`src/rtl/la_oai_pipe.sv`:
```
// la_oai_pipe -- pipelined OR-AND(-INVERT) array with valid/ready flow control.
//
// Each of W independent bit lanes computes
//    f = AND over groups g of (OR over inputs n of operand[g][n][lane])
// and the lane result is ~f (INV=1) or f (INV=0). Evaluation is purely
// combinational ahead of stage 0. The STAGES registers behind it only carry
// results, and they form a skid-free elastic pipeline.
//
// Ports
//    clk        rising-edge clock
//    reset      synchronous, active-high; clears all valid bits and data
//    in_valid   upstream offers in_data
//    in_ready   pipe accepts in_data this cycle (forced low during reset)
//    in_data    G*N*W operand bits; lane l, group g, input n at (g*N+n)*W+l
//    out_valid  out_z holds a result
//    out_ready  downstream accepts out_z this cycle
//    out_z      W-bit result from the last stage
//    busy       any stage holds a valid result
module la_oai_pipe #(
   parameter int W      = 4,
   parameter int G      = 3,
   parameter int N      = 2,
   parameter int STAGES = 2,
   parameter int INV    = 1
) (
   input  logic             clk,
   input  logic             reset,
   input  logic             in_valid,
   output logic             in_ready,
   input  logic [G*N*W-1:0] in_data,
   output logic             out_valid,
   input  logic             out_ready,
   output logic [W-1:0]     out_z,
   output logic             busy
);

   if (W < 1) begin : g_bad_w
      $error("la_oai_pipe: W must be at least 1");
   end
   if (G < 1 || G > 8) begin : g_bad_g
      $error("la_oai_pipe: G must be in 1..8");
   end
   if (N < 1 || N > 4) begin : g_bad_n
      $error("la_oai_pipe: N must be in 1..4");
   end
   if (STAGES < 1 || STAGES > 4) begin : g_bad_stages
      $error("la_oai_pipe: STAGES must be in 1..4");
   end
   if (INV != 0 && INV != 1) begin : g_bad_inv
      $error("la_oai_pipe: INV must be 0 or 1");
   end

   // Operand (g,n) occupies a contiguous W-bit slice, so the OR/AND tree
   // can be built lane-parallel on whole slices.
   logic [W-1:0] grp_or [G];
   logic [W-1:0] and_f;
   logic [W-1:0] eval_z;

   always_comb begin
      and_f = '1;
      for (int g = 0; g < G; g++) begin
         grp_or[g] = '0;
         for (int n = 0; n < N; n++) begin
            grp_or[g] = grp_or[g] | in_data[(g*N+n)*W +: W];
         end
         and_f = and_f & grp_or[g];
      end
      eval_z = (INV != 0) ? ~and_f : and_f;
   end

   logic [STAGES-1:0] valid_q, valid_d;
   logic [W-1:0]      data_q [STAGES];
   logic [W-1:0]      data_d [STAGES];
   logic [STAGES-1:0] stage_rdy;
   logic              holes;

   // A stage can load when it, or any stage downstream of it, has room, or
   // the last stage is draining. Computing it from a running "hole seen"
   // flag keeps the ready chain free of a self-referencing vector.
   always_comb begin
      holes = 1'b0;
      for (int k = STAGES - 1; k >= 0; k--) begin
         holes        = holes | ~valid_q[k];
         stage_rdy[k] = out_ready | holes;
      end
   end

   always_comb begin
      valid_d = valid_q;
      data_d  = data_q;
      if (stage_rdy[0]) begin
         valid_d[0] = in_valid;
         if (in_valid) begin
            data_d[0] = eval_z;
         end
      end
      for (int k = 1; k < STAGES; k++) begin
         if (stage_rdy[k]) begin
            valid_d[k] = valid_q[k-1];
            if (valid_q[k-1]) begin
               data_d[k] = data_q[k-1];
            end
         end
      end
   end

   always_ff @(posedge clk) begin
      if (reset) begin
         valid_q <= '0;
         for (int k = 0; k < STAGES; k++) begin
            data_q[k] <= '0;
         end
      end else begin
         valid_q <= valid_d;
         data_q  <= data_d;
      end
   end

   assign in_ready  = stage_rdy[0] & ~reset;
   assign out_valid = valid_q[STAGES-1];
   assign out_z     = data_q[STAGES-1];
   assign busy      = |valid_q;

endmodule

```
`config.mk`:
```
export PLATFORM = sky130hd
export DESIGN_NAME = la_oai_pipe
export DESIGN_NICKNAME = d
export VERILOG_FILES = /design/src/rtl/la_oai_pipe.sv
export SDC_FILE = /design/constraint.sdc
export NUM_CORES = 1
export LEC_CHECK = 0
export CAP_MARGIN = 10
export CORE_MARGIN = 2
export CORE_UTILIZATION = 35
export CTS_BUF_LIST = sky130_fd_sc_hd__clkbuf_8
export DETAILED_ROUTE_END_ITERATION = 6
export GPL_TIMING_DRIVEN = 0
export HOLD_SLACK_MARGIN = 0.02
export PLACE_DENSITY = 0.87
export SETUP_SLACK_MARGIN = 0.2
export SYNTH_ARGS = -nofsm -noshare
export SYNTH_HDL_FRONTEND = slang
export SYNTH_SLANG_ARGS = --single-unit
```
`constraint.sdc`:
```
create_clock -name clk -period 1.3 [get_ports clk]
set_clock_uncertainty 0.1 [all_clocks]
set_input_delay 0.13 -clock clk [delete_from_list [all_inputs] [get_ports clk]]
set_output_delay 0.13 -clock clk [all_outputs]
set_load 0.03 [all_outputs]
```
---- Word-level counts from Yosys, hierarchy flattened ----
Cells that the tools add are included.
cells by class
  add/subtract/negate cells ............... 0
  multiply operators ...................... 0
  div/mod/pow operators ................... 0
  order comparisons ....................... 0
  eq/ne operators ......................... 0
  shift-type cells ........................ 0
  multiplexer cells ....................... 0
  bitwise logic cells ..................... 13
  reduce and logical (&&, ||, !) cells .... 3
operator list
  operator          number
  $or 4x4->4        3
  $and 4x4->4       2
  $not 4->4         1
  $reduce_and 2->1  2
  $not 1->1         3
  $or 1x1->1        3
  $reduce_or 2->1   1
  $and 1x1->1       1
storage, ports and cells
  bits in registers ....................... 10
  bits in latches ......................... 0
  RAM bits ................................ 0
  ROM bits ................................ 0
  word-level logic and storage cells ...... 20
  memories kept ........................... 0

---- Depth between registers and ports, before layout ----
Gate-level depths: netlist of the first run.
  word-level depth ........................ 4
  mapped depth ............................ 4
  gate-level depth less buffers ........... 3

---- Worst setup path before layout of the first run ----
OpenSTA, ideal clock, no wires.
  kind .................................... flip-flop to output port
  start point ............................. register valid_q[1]
  end point ............................... output port in_ready
  arrival time ............................ 1.184 ns
  setup slack ............................. -0.114 ns
  cell stages (with the launch flop) ...... 4
  buffers on the path ..................... 1
  cells stage by stage .................... dfxtp_1 -> and3b_1 -> buf_6 -> nor2_1
between the ends
  longest elaborated chain between the ends .. 4
RTL lines
  what                    line  source
  from (decl)             71    logic [STAGES-1:0] valid_q, valid_d;
  from (signal assigned)  114   valid_q <= valid_d;
  $not 1->1               83    holes = holes | ~valid_q[k];
  $or 1x1->1              83
  $or 1x1->1              84    stage_rdy[k] = out_ready | holes;
  $and 1x1->1             119   assign in_ready = stage_rdy[0] & ~reset;
  to (decl)               29    output logic in_ready,
No other way between the ends.

---- Final worst setup path of the first run ----
  start point ............................. register valid_q[0]
  end point ............................... output port in_ready
The elaborated chain is that of the path after synthesis.

==> run_results.csv, run 1 <==
group,metric,value,unit
floorplanning,die-area,1780,µm²
floorplanning,rows,13,
power,vdd_drop_max,0.460,mV
placement,gp_congestion,0.699,
cells_and_area,fin_nets,128,
sta,fin_ws,-0.00344,ns
synth,async_flop_share,0,%
synth,ys_warn_count,0,
global_route,grt_max_degree,11,
clock_tree,clk_path_buf_depth,2,
clock_tree,cts_buffers,3,
synth,synth_area_leaders,"dfxtp_1 39%, nor3_2 16%, a21oi_1 8.8%",
worst_hold_path,min_path_cells,3,
synth,yosys_register_bits,10,
floorplanning,die-height,42.1,µm
global_route,grt.total_usage,16.4,%
power,p_int,0.720,mW
job,cap_violations,0,
cells_and_area,area_delta_synth_final,90.2,%
worst_hold_path,worstHoldEndpoint,"valid_q[0]$_SDFFE_PP0P_",
power,p_leak,0.382,nW
drt,wl_per_cell,11.4,µm
power,p_switching,0.222,mW
drt,ant_nets,0,
clock_tree,htree_levels,1,
setup_path,crit_type,"flop to primary output",
setup_path,rr_worst_depth,5,
setup_path,cp.arrival,1.07,ns
setup_path,worstPathMaxFanout,3,
synth,synth_edf_count,0,
synth,ys_dominant_reg_cell,"dfxtp_1",
power,power_frac_clock,41.2,%
setup_path,startpoint_type,"flop",
clock_tree,cts_tree,"yes",
sta,fin_crit_sh,100,%
global_route,grt_pass1_wl,2080,µm
synth,syn_nets,87,
synth,yosys-top-cells-count,"10 x dfxtp_1, 9 x a21oi_1, 8 x nor3_2",
synth,yosysSeqAreaShare,39.3,%
setup_path,worstReg2RegEnd,"data_q[6]$_SDFFE_PP0P_",
setup_path,max_stage_delay,0.34,ns
sta,rsz0062_at_grt,"yes",
synth,synth_top_cell_by_area,"dfxtp_1",
setup_path,cp.required,1.07,ns
cells_and_area,n_fill_cell,105,
clock_tree,cts_root_buffer,"clkbuf_8",
synth,synthesis.area,509,µm²
global_route,grt_overflow,0,
clock_tree,clkLatencyLatePin,0.23,ns
synth,synth_cell_types,17,
setup_path,r2r_setup_slack,0.10,ns
setup_path,worstReg2RegStart,"valid_q[0]$_SDFFE_PP0P_",
synth,synth_top_area_share,39.3,%
clock_tree,cts.clk_slew.worst_paths,0.05,ns
sta,max_slew.worst_pin.slew,0.347,ns
sta,fmax,0.767,GHz
floorplanning,die_w,42.1,µm
sta,slew_viol_final,0,
sta,final_hold_viol_count,0,
global_route,grt_antenna_before_repair,0,
power,power_density,973,nW/µm²
drt,dr.pass1.iters,4,
sta,fin_crit,1.30,ns
outcome,status,"finished with violations",
drt,vias_per_cell,4.88,
floorplanning,start_util,38.2,%
synth,avgSynthCellArea,8.63,µm²
worst_hold_path,hold_start,"in_valid",
placement,placed_cell_area,895,µm²
sta,slew_headroom,76.8,%
placement,port_buffers,33,
sta,setup_violations,1,
sta,holdWs,0.193,ns
worst_hold_path,worstHoldPathType,"input port to flop",
cells_and_area,diodes,0,
power,combPwrFrac,23.3,%
setup_path,cp_common_cell,"buf_6",
cells_and_area,finalInstanceArea,968,µm²
drt,dr_total_vias,556,
setup_path,endpoint_kind,"primary output",
synth,postSynthCellCount,59,
power,seqPwrFrac,35.5,%
drt,drc,0,
global_route,grt_pass1_vias,499,
clock_tree,numClockSinks,10,
floorplanning,ioPinCount,35,
setup_path,cp_cell_sequence,"and3b_1 > buf_6 > nor2_4 > buf_6",
synth,post-synth-top-count-cell,"dfxtp_1",
drt,initialDrtViolationCount,7,
floorplanning,core,1330,µm²
setup_path,critical-path-slowest-cell,"dfxtp_4",
cells_and_area,layout-drive-gt1-share,33.3,%
drt,routed_wl,1300,µm
outcome,violations,"setup timing",
power,swShare,23.6,%
-- cell usage in the layout (no fill, tap or decap) --
master / Yosys / routed
and3b_1: 1 / 1
nor2b_4: 0 / 1
clkdlybuf4s50_1: 0 / 25
buf_6: 1 / 3
nor2_1: 3 / 2
clkbuf_8: 0 / 4
dfxtp_4: 0 / 2
nand3_1: 4 / 4
clkbuf_4: 0 / 3
o22ai_1: 4 / 4
a21oi_1: 9 / 9
nand2b_1: 1 / 1
or2_2: 1 / 1
clkbuf_1: 2 / 1
o21ai_1: 4 / 4
nor3_4: 0 / 4
buf_4: 4 / 7
nor2_4: 0 / 1
dlygate4sd2_1: 0 / 1
dfxtp_1: 10 / 8
nand3b_1: 1 / 1
o21ai_0: 4 / 4
buf_2: 0 / 3
inv_1: 1 / 1
nor3_2: 8 / 4
-- sequential cells by signal, summed over array words and instances (netlist names) --
| name | flops |
|---|---|
| data_q | 4 |
| out_z | 4 |
| valid_q | 2 |
-- layer usage --
| metal | up-vias | global-route usage (%) | routed length, µm |
|---|---|---|---|
| met3 | 4 | 5.60 | 133 |
| met2 | 32 | 30.3 | 708 |
| li1 | 289 | - | - |
| met4 | 0 | 9.38 | 21 |
| met5 | - | 0 | 0 |
| met1 | 231 | 15.6 | 437 |
-- through the flow --
| stage | worst slack [ns] | total power, mW | setup TNS, ns | util (%) | std cells |
|---|---|---|---|---|---|
| after CTS | -0.00706 | 0.941 | -0.00706 | 71.9 | 114 |
| after global routing | -0.0484 | 0.974 | -0.0484 | 72.6 | 114 |
| after global placement | -0.668 | 0.549 | -1.75 | 67.1 | 107 |
| final | -0.00344 | 0.943 | -0.00344 | 72.6 | 114 |
| after detailed placement | -0.670 | 0.555 | -1.83 | 67.1 | 107 |
| after floorplan | 0.206 | 0.444 | 0 | - | 59 |
-- power by group through the flow --
stage	registers, mW	clock network [mW]	logic, mW
after global placement	0.342	0	0.207
after global routing	0.336	0.402	0.236
after detailed placement	0.344	0	0.211
final	0.334	0.388	0.220
after floorplan	0.344	0	0.100
after CTS	0.334	0.390	0.217
-- timing repair --
| action | in CTS | in global routing |
|---|---|---|
| setup buffers | 3 | 0 |
| hold buffers | 0 | 0 |
| setup endpoints to repair | 17 | 12 |
| resized for setup | 45 | 3 |
-- kinds of logic (layout without fill, tap and decap cells) --
| logic type | after synthesis | count (layout) | synth area share (%) |
|---|---|---|---|
| DFF | 10 | 10 | 39.3 |
| and+or+nand+nor | 20 | 20 | 28.8 |
| buffers and inverters | 8 | 48 | 10.3 |
| AOI/OAI and AO/OA | 21 | 21 | 21.6 |
-- layout make-up --
| class | count | area (µm²) | area share, % |
|---|---|---|---|
| inverters | 1 | 3.75 | 0.388 |
| repair buffers | 36 | 334 | 34.5 |
| clock buffers | 4 | 55.1 | 5.68 |
| multi-input cells | 41 | 297 | 30.6 |
| plain buffers | 7 | 52.6 | 5.43 |
| flip-flops and latches | 10 | 208 | 21.4 |
| well taps | 15 | 18.8 | 1.94 |
-- worst max-delay path by stage --
stage | start | end | slack (ns) | cells past startpoint
after floorplan | valid_q[1]$_SDFFE_PP0P_ | in_ready | 0.21 | 3
after detailed placement | reset | in_ready | -0.67 | 4
after CTS | valid_q[0]$_SDFFE_PP0P_ | in_ready | -0.007 | 4
after global routing | valid_q[0]$_SDFFE_PP0P_ | in_ready | -0.05 | 4
after global placement | reset | in_ready | -0.67 | 4
final | valid_q[0]$_SDFFE_PP0P_ | in_ready | -0.003 | 4
-- worst max-delay path, delay by kind of cell (launching register included) --
family | cells | cell delay (ns)
flip-flops | 1 | 0.34
AND/OR/NAND/NOR | 2 | 0.25
buffers and inverters | 2 | 0.25
(Power assumes the default switching activity.)
==> run 2: changes to the inputs <==
--- a/config.mk
+++ b/config.mk
@@ -7,12 +7,13 @@
 export LEC_CHECK = 0
 export CAP_MARGIN = 10
 export CORE_MARGIN = 2
-export CORE_UTILIZATION = 35
+export CORE_UTILIZATION = 38
 export CTS_BUF_LIST = sky130_fd_sc_hd__clkbuf_8
 export DETAILED_ROUTE_END_ITERATION = 6
 export GPL_TIMING_DRIVEN = 0
 export HOLD_SLACK_MARGIN = 0.02
-export PLACE_DENSITY = 0.87
+export PLACE_DENSITY = 0.95
+export RECOVER_POWER = 100
 export SETUP_SLACK_MARGIN = 0.2
 export SYNTH_ARGS = -nofsm -noshare
 export SYNTH_HDL_FRONTEND = slang
==> constraint.sdc (replaced) <==
create_clock -name clk -period 1.6 [get_ports clk]
set_clock_uncertainty 0.1 [all_clocks]
set_input_delay 0.16 -clock clk [delete_from_list [all_inputs] [get_ports clk]]
set_output_delay 0.16 -clock clk [all_outputs]
set_load 0.03 [all_outputs]
==> run_results.csv, run 2 (synthesis gave the netlist of run 1 again) <==
group,metric,value,unit
placement,gp_congestion,0.670,
floorplanning,die_w,40.6,µm
global_route,grt_max_degree,11,
setup_path,startpoint_type,"flop",
worst_hold_path,hold_start,"in_valid",
drt,vias_per_cell,5.13,
cells_and_area,final_common_cell,"clkdlybuf4s50_1",
cells_and_area,ff_latch_area,204,µm²
clock_tree,cts_root_buffer,"clkbuf_8",
drt,ant_nets,0,
cells_and_area,area_delta_synth_final,80.3,%
sta,max_slew.worst_pin.slew,0.367,ns
floorplanning,die-height,40.6,µm
setup_path,path_buf_inv,2,
floorplanning,rows,13,
setup_path,cp_top_family,"simple AND/OR/NAND/NOR gates",
global_route,grt_antenna_before_repair,0,
setup_path,cp.arrival,1.41,ns
sta,fmax,0.719,GHz
setup_path,worstReg2RegStart,"valid_q[1]$_SDFFE_PP0P_",
clock_tree,htree_levels,1,
floorplanning,die-area,1650,µm²
placement,dp_hpwl,1040,µm
outcome,status,"complete, no violations",
global_route,grt_overflow,0,
sta,slew_viol_final,0,
power,vdd_drop_max,0.385,mV
placement,port_buffers,33,
setup_path,max_stage_delay,0.34,ns
job,cap_violations,0,
setup_path,critical-path-slowest-cell,"dfxtp_1",
sta,fin_crit,1.39,ns
drt,initialDrtViolationCount,5,
sta,holdWs,0.206,ns
setup_path,crit_path_start,"valid_q[1]$_SDFFE_PP0P_",
worst_hold_path,min_path_cells,3,
clock_tree,hold_buffers,0,
clock_tree,numClockSinks,10,
drt,drc,0,
clock_tree,cts.clk_slew.worst_paths,0.05,ns
global_route,grt_pass1_wl,2080,µm
sta,setup_violations,0,
global_route,grt.total_usage,19.8,%
sta,fin_crit_sh,86.9,%
setup_path,rr_worst_depth,5,
setup_path,cp_cell_sequence,"and3b_1 > buf_6 > clkbuf_1 > nor3_1 > nor3_2",
drt,dr_total_vias,585,
setup_path,crit_type,"flop to flop",
clock_tree,cts_buffers,3,
sta,rsz0062_at_grt,"yes",
cells_and_area,multiInputGateArea,244,µm²
clock_tree,cts_tree,"yes",
floorplanning,core,1270,µm²
setup_path,worstPathMaxFanout,6,
floorplanning,ioPinCount,35,
global_route,grt_pass1_vias,533,
cells_and_area,fin_nets,128,
sta,slew_headroom,75.6,%
clock_tree,clk_path_buf_depth,2,
drt,dr.pass1.iters,3,
cells_and_area,layout-drive-gt1-share,20.2,%
floorplanning,start_util,40.1,%
setup_path,cp.required,1.62,ns
drt,wl_per_cell,11.5,µm
setup_path,cp.depth,5,
power,total_power,0.744,mW
cells_and_area,layout_common_cells,"25 x clkdlybuf4s50_1, 9 x a21oi_1, 9 x dfxtp_1",
worst_hold_path,worstHoldPathType,"input port to flop",
clock_tree,clkLatencyLatePin,0.24,ns
cells_and_area,n_fill_cell,101,
drt,routed_wl,1310,µm
power,power_density,810,nW/µm²
power,p_leak,0.382,nW
sta,setup_tns,0,ns
cells_and_area,diodes,0,
sta,final_hold_viol_count,0,
setup_path,endpoint_kind,"flop",
[run 2: changes by cell type in the layout (fill, tap and decap cells not counted), sizes merged]
cell | before | now
dlygate4sd2 | 1 | 5
clkbuf | 8 | 12
buf | 13 | 4
dlymetal6s2s | 0 | 1
[run 2: layout make-up]
class / instances / share of cell area [%]
repair buffers: 36 / 37.1
multi-input cells: 41 / 26.6
flip-flops and latches: 10 / 22.2
clock buffers: 4 / 5.99
plain buffers: 7 / 5.72
well taps: 15 / 2.04
inverters: 1 / 0.409
[run 2: report_power, final]
group,internal (mW),switching [mW],leakage (nW)
clock,0.216,0.0989,0.0288
combinational,0.0928,0.0620,0.270
sequential,0.264,0.0102,0.0829
total,0.573,0.171,0.382
[run 2: final timing paths]
path,slack (ns),end
max,0.21,data_q[7]$_SDFFE_PP0P_
min,0.21,valid_q[0]$_SDFFE_PP0P_
max reg2reg,0.21,data_q[7]$_SDFFE_PP0P_
min reg2reg,0.37,out_z[3]$_SDFFE_PP0P_
[run 2: through the flow]
step / cells / instance area (µm²) / setup WS (ns) / util [%]
floorplan: 59 / 512 / 0.295 / -
global placement: 107 / 861 / -0.395 / 67.9
detailed placement: 107 / 861 / -0.440 / 67.9
CTS: 111 / 901 / 0.0564 / 71.0
global route: 114 / 918 / 0.131 / 72.4
finish: 114 / 918 / 0.209 / 72.4
[run 2: repair_timing]
item,4_1_cts,5_1_grt
buffers inserted,0,3
gates resized for setup,16,10
setup endpoints to repair,7,1
[run 2: worst reg2reg max path, delay by kind of cell, from the launching register on]
family | cells | cell delay [ns]
buffers and inverters | 2 | 0.25
AND/OR/NAND/NOR | 3 | 0.58
flip-flops | 1 | 0.34
[run 2: routing by layer]
| metal | part of all wire, % | global-route usage, % |
|---|---|---|
| met5 | 0 | 0 |
| met4 | 2.9 | 16.7 |
| met3 | 9.1 | 4.44 |
| met2 | 52 | 35.7 |
| met1 | 36 | 18.6 |
==> run 3: changes to the inputs <==
--- a/config.mk
+++ b/config.mk
@@ -6,7 +6,6 @@
 export NUM_CORES = 1
 export LEC_CHECK = 0
 export CAP_MARGIN = 10
-export CORE_MARGIN = 2
 export CORE_UTILIZATION = 38
 export CTS_BUF_LIST = sky130_fd_sc_hd__clkbuf_8
 export DETAILED_ROUTE_END_ITERATION = 6
==> run_results.csv, run 3 (synthesis gave the netlist of run 1 again) <==
group,metric,value,unit
cells_and_area,area_delta_synth_final,80.1,%
setup_path,endpoint_kind,"primary output",
placement,placed_cell_area,860,µm²
drt,wl_per_cell,12.1,µm
worst_hold_path,hold_start,"in_valid",
placement,port_buffers,33,
setup_path,cp.required,1.34,ns
sta,slew_headroom,75.1,%
setup_path,crit_path_start,"valid_q[0]$_SDFFE_PP0P_",
cells_and_area,instances_no_fill,113,
drt,drc,0,
global_route,grt_pass1_vias,495,
cells_and_area,final_common_cell,"clkdlybuf4s50_1",
global_route,grt_antenna_before_repair,0,
floorplanning,die_w,38.6,µm
setup_path,cp_cell_sequence,"and3b_1 > buf_6 > nor2_4 > buf_6",
setup_path,crit_type,"flop to primary output",
global_route,grt_pass1_wl,1930,µm
floorplanning,start_util,43.5,%
sta,final_hold_viol_count,0,
clock_tree,htree_levels,1,
drt,vias_per_cell,5.12,
clock_tree,clkLatencyLatePin,0.24,ns
worst_hold_path,worstHoldPathType,"input port to flop",
cells_and_area,finalInstanceArea,917,µm²
clock_tree,cts_tree,"yes",
floorplanning,rows,12,
cells_and_area,fin_nets,128,
clock_tree,cts_root_buffer,"clkbuf_8",
drt,initialDrtViolationCount,11,
power,p_leak,0.384,nW
sta,max_slew.worst_pin.slew,0.375,ns
clock_tree,clk_path_buf_depth,2,
outcome,status,"complete, no violations",
setup_path,worstReg2RegStart,"valid_q[0]$_SDFFE_PP0P_",
sta,fin_crit,1.40,ns
drt,dr.pass1.iters,4,
cells_and_area,layout-drive-gt1-share,20.2,%
sta,fin_crit_sh,87.8,%
sta,setup_violations,0,
cells_and_area,layout_common_cells,"25 x clkdlybuf4s50_1, 10 x dfxtp_1, 9 x a21oi_1",
clock_tree,cts_buffers,3,
clock_tree,numClockSinks,10,
clock_tree,cts.clk_slew.worst_paths,0.05,ns
setup_path,cp_common_cell,"buf_6",
sta,fmax,0.712,GHz
power,power_density,814,nW/µm²
sta,rsz0062_at_grt,"yes",
setup_path,max_stage_delay,0.41,ns
placement,gp_congestion,0.671,
global_route,grt_max_degree,11,
placement,dp_hpwl,976,µm
sta,slew_viol_final,0,
setup_path,cp.arrival,1.14,ns
job,cap_violations,0,
floorplanning,die-area,1490,µm²
global_route,grt.total_usage,20.0,%
setup_path,critical-path-slowest-cell,"dfxtp_1",
drt,ant_nets,0,
drt,dr_total_vias,578,
floorplanning,die-height,38.6,µm
drt,routed_wl,1370,µm
power,vdd_drop_max,0.450,mV
setup_path,worstPathMaxFanout,7,
placement,dp_cells,106,
floorplanning,ioPinCount,35,
floorplanning,core,1170,µm²
global_route,grt_overflow,0,
setup_path,startpoint_type,"flop",
cells_and_area,diodes,0,
clock_tree,hold_buffers,0,
[run 3: cell count changes in the layout (fill, tap and decap cells not counted)]
cell / delta
clkbuf_1: -1
clkbuf_4: +1
dfxtp_1: +1
dfxtp_4: -1
[run 3: critical path, delay by kind of cell (launching register included)]
kind,cells,cell delay (ns)
AND/OR/NAND/NOR,2,0.24
buffers and inverters,2,0.25
flip-flops,1,0.41
[run 3: repair_timing]
item                                    CTS  global route
pin swaps                                 0             1
endpoints found under the setup margin    7             1
resized for setup                        16            11
cloned                                    0             0
setup buffers                             0             3
[run 3: routing by layer]
layer,global-route usage (%),vias up,share of wire (%)
li1,-,287,-
met4,15.5,0,2.6
met2,36.3,29,54
met1,18.5,257,37
met5,0,-,0
met3,5.20,5,6.4
[run 3: path summary, 6_finish.rpt]
kind | to | slack [ns] | cells after the start
worst min register to register | out_z[2]$_SDFFE_PP0P_ | 0.38 | 2
worst min-delay path | valid_q[0]$_SDFFE_PP0P_ | 0.24 | 3
worst max register to register | data_q[5]$_SDFFE_PP0P_ | 0.20 | 5
worst max-delay path | in_ready | 0.20 | 4
[run 3: final cells by class]
type,instances,area [µm²]
Buffer,7,52.6
Sequential cell,10,200
Multi-Input combinational cell,41,244
Fill cell,91,254
Timing Repair Buffer,36,344
Inverter,1,3.75
Clock buffer,4,55.1
Tap cell,14,17.5
[run 3: stage by stage]
stage	setup TNS (ns)	setup WS [ns]	util [%]	hold slack (ns)	power [mW]
after floorplan	0	0.295	-	0.130	0.349
after global placement	-0.408	-0.408	73.4	0.358	0.435
after detailed placement	-0.436	-0.436	73.4	0.358	0.440
after CTS	0	0.0755	76.8	0.235	0.749
after global routing	0	0.145	78.3	0.257	0.778
final	0	0.195	78.3	0.244	0.746
[run 3: power breakdown]
part	internal (mW)	switching, mW
logic	0.0932	0.0638
clock network	0.216	0.0986
registers	0.265	0.00984
==> patch (flow settings as in run 1) <==
Change the parameter `INV` from 1 to 0. Comments in the files are not updated.
--- a/src/rtl/la_oai_pipe.sv
+++ b/src/rtl/la_oai_pipe.sv
@@ -22,5 +22,5 @@
    parameter int N      = 2,
    parameter int STAGES = 2,
-   parameter int INV    = 1
+   parameter int INV    = 0
 ) (
    input  logic             clk,
Behaviour: not the same (Yosys sat finds a counterexample within 4 cycles, from zero or initial values and one cycle with reset high).
==> patch against run 1 <==
- sequential cell count is the same
- cell count is the same
- die area shrank 7.4%
- via count shrank 0.54%
- power shrank 11%
- final area shrank 5.8%
- setup slack lost 0.11 ns
- wire length shrank 16%
- sequential power shrank 2%
- area after synthesis shrank 8.1%
- first-iteration DRC count shrank 86%
- the flow still finishes with violations (negative setup slack)
- clock power shrank 15%
- highest routed layer unchanged
==> patch: results (changes against run 1) <==
* Status: finished with violations
* Failing checks: negative setup slack
* Crit path max-delay cell type: or4_1
* Leak pwr at 0.000380 uW (-0.50%)
* Initial DRT Pass Iterations at 3 (-1)
* Final Wtd Congestion at 0.682 (-2.4%)
* VDD IR max at 500 uV (+8.7%)
* Wl on met1 at 439 um (+0.46%)
* CP max stage delay at 0.46 ns (+0.12 ns)
* Most instantiated cells after synthesis: dfxtp_1, a21oi_1, o21ai_0
* Total GRT Usage at 17.4% (+1.0 points)
* Area contributors post-synth: dfxtp_1, a21oi_1, o21ai_0, buf_4, or4_1
* WL/cell at 9.55 um (-16%)
* Slack of the critical path at -0.118 ns (-0.114 ns)
* Worst-Margin Slew at 0.232 ns (-0.115 ns)
* Met3 routed WL at 122 um (-8.3%)
* Share of layout cells above drive strength 1 at 27.3% (-6.1 points)
* Setup TNS Final at -0.526 ns (-0.522 ns)
* Netlist cell types at 15 (-2)
* Fill cells at 115 (+9.5%)
* Routed WL at 1090 um (-16%)
* IO buf count at 34 (+3.0%)
* Crit path max fanout at 8 (+5)
* Vias in the first global route at 491 (-1.6%)
* # setup viols final at 6 (+5)
* Global-route wire length before repair at 1800 um (-13%)
* Met2 wire length at 484 um (-32%)
* Crit path DAT at 1.48 ns (+0.41 ns)
* Sequential-to-total area share from yosys stat at 42.8% (+3.5 points)
* Synth Area in Compound Gates at 23.5% (+1.9 points)
* Via count at 553 (-0.54%)
## patch: layout make-up
type / count / share of cell area (%)
plain buffers: 6 / 5.08
clock inverters: 1 / 0.412
well taps: 15 / 2.06
multi-input cells: 40 / 26.6
repair buffers: 37 / 37.7
clock buffers: 3 / 4.53
flip-flops and latches: 10 / 22.8
inverters: 2 / 0.823
## patch: metrics by stage
step / area, um^2 / setup slack (ns) / util [%]
floorplan: 472 / -0.111 / -
global placement: 831 / -0.635 / 65.5
detailed placement: 831 / -0.626 / 65.5
CTS: 883 / -0.121 / 69.6
global route: 912 / -0.166 / 71.9
finish: 912 / -0.118 / 71.9
## patch: layer usage
metal	track usage (%)	vias up
met4	15.0	0
met1	19.6	228
met3	5.00	4
met5	0	-
met2	26.6	35
li1	-	286
## patch: timing repair
item                                    CTS  global route
buffers inserted                          3             0
gates resized for setup                  44            12
endpoints found under the setup margin   11            11
pin swaps                                 5             1
## patch: logic make-up (layout without fill, tap and decap cells)
logic type             count (synthesis)  count (layout)
AO/OA/AOI/OAI                         21              21
buffers and inverters                  8              49
flip-flops                            10              10
AND/OR/NAND/NOR                       19              19
## patch: path summary, 6_finish.rpt
check,startpoint,endpoint,slack [ns]
setup / recovery,valid_q[1]$_SDFFE_PP0P_,data_q[5]$_SDFFE_PP0P_,-0.12
hold / removal,out_ready,valid_q[1]$_SDFFE_PP0P_,0.34
setup reg to reg,valid_q[1]$_SDFFE_PP0P_,data_q[5]$_SDFFE_PP0P_,-0.12
hold reg to reg,data_q[4]$_SDFFE_PP0P_,out_z[0]$_SDFFE_PP0P_,0.36
## patch: worst max-delay path, delay by kind of cell (launching register included)
kind	cells	cell delay [ns]
AO/OA/AOI/OAI	1	0.13
buffers and inverters	1	0.13
flip-flops	1	0.33
AND/OR/NAND/NOR	2	0.64
## patch: power by group
part	internal (uW)	switching [uW]	leakage, uW	total [uW]
sequential	320	6.10	0.0000830	326
combinational	119	65.7	0.000270	185
clock	207	123	0.0000269	329
total	646	194	0.000380	840
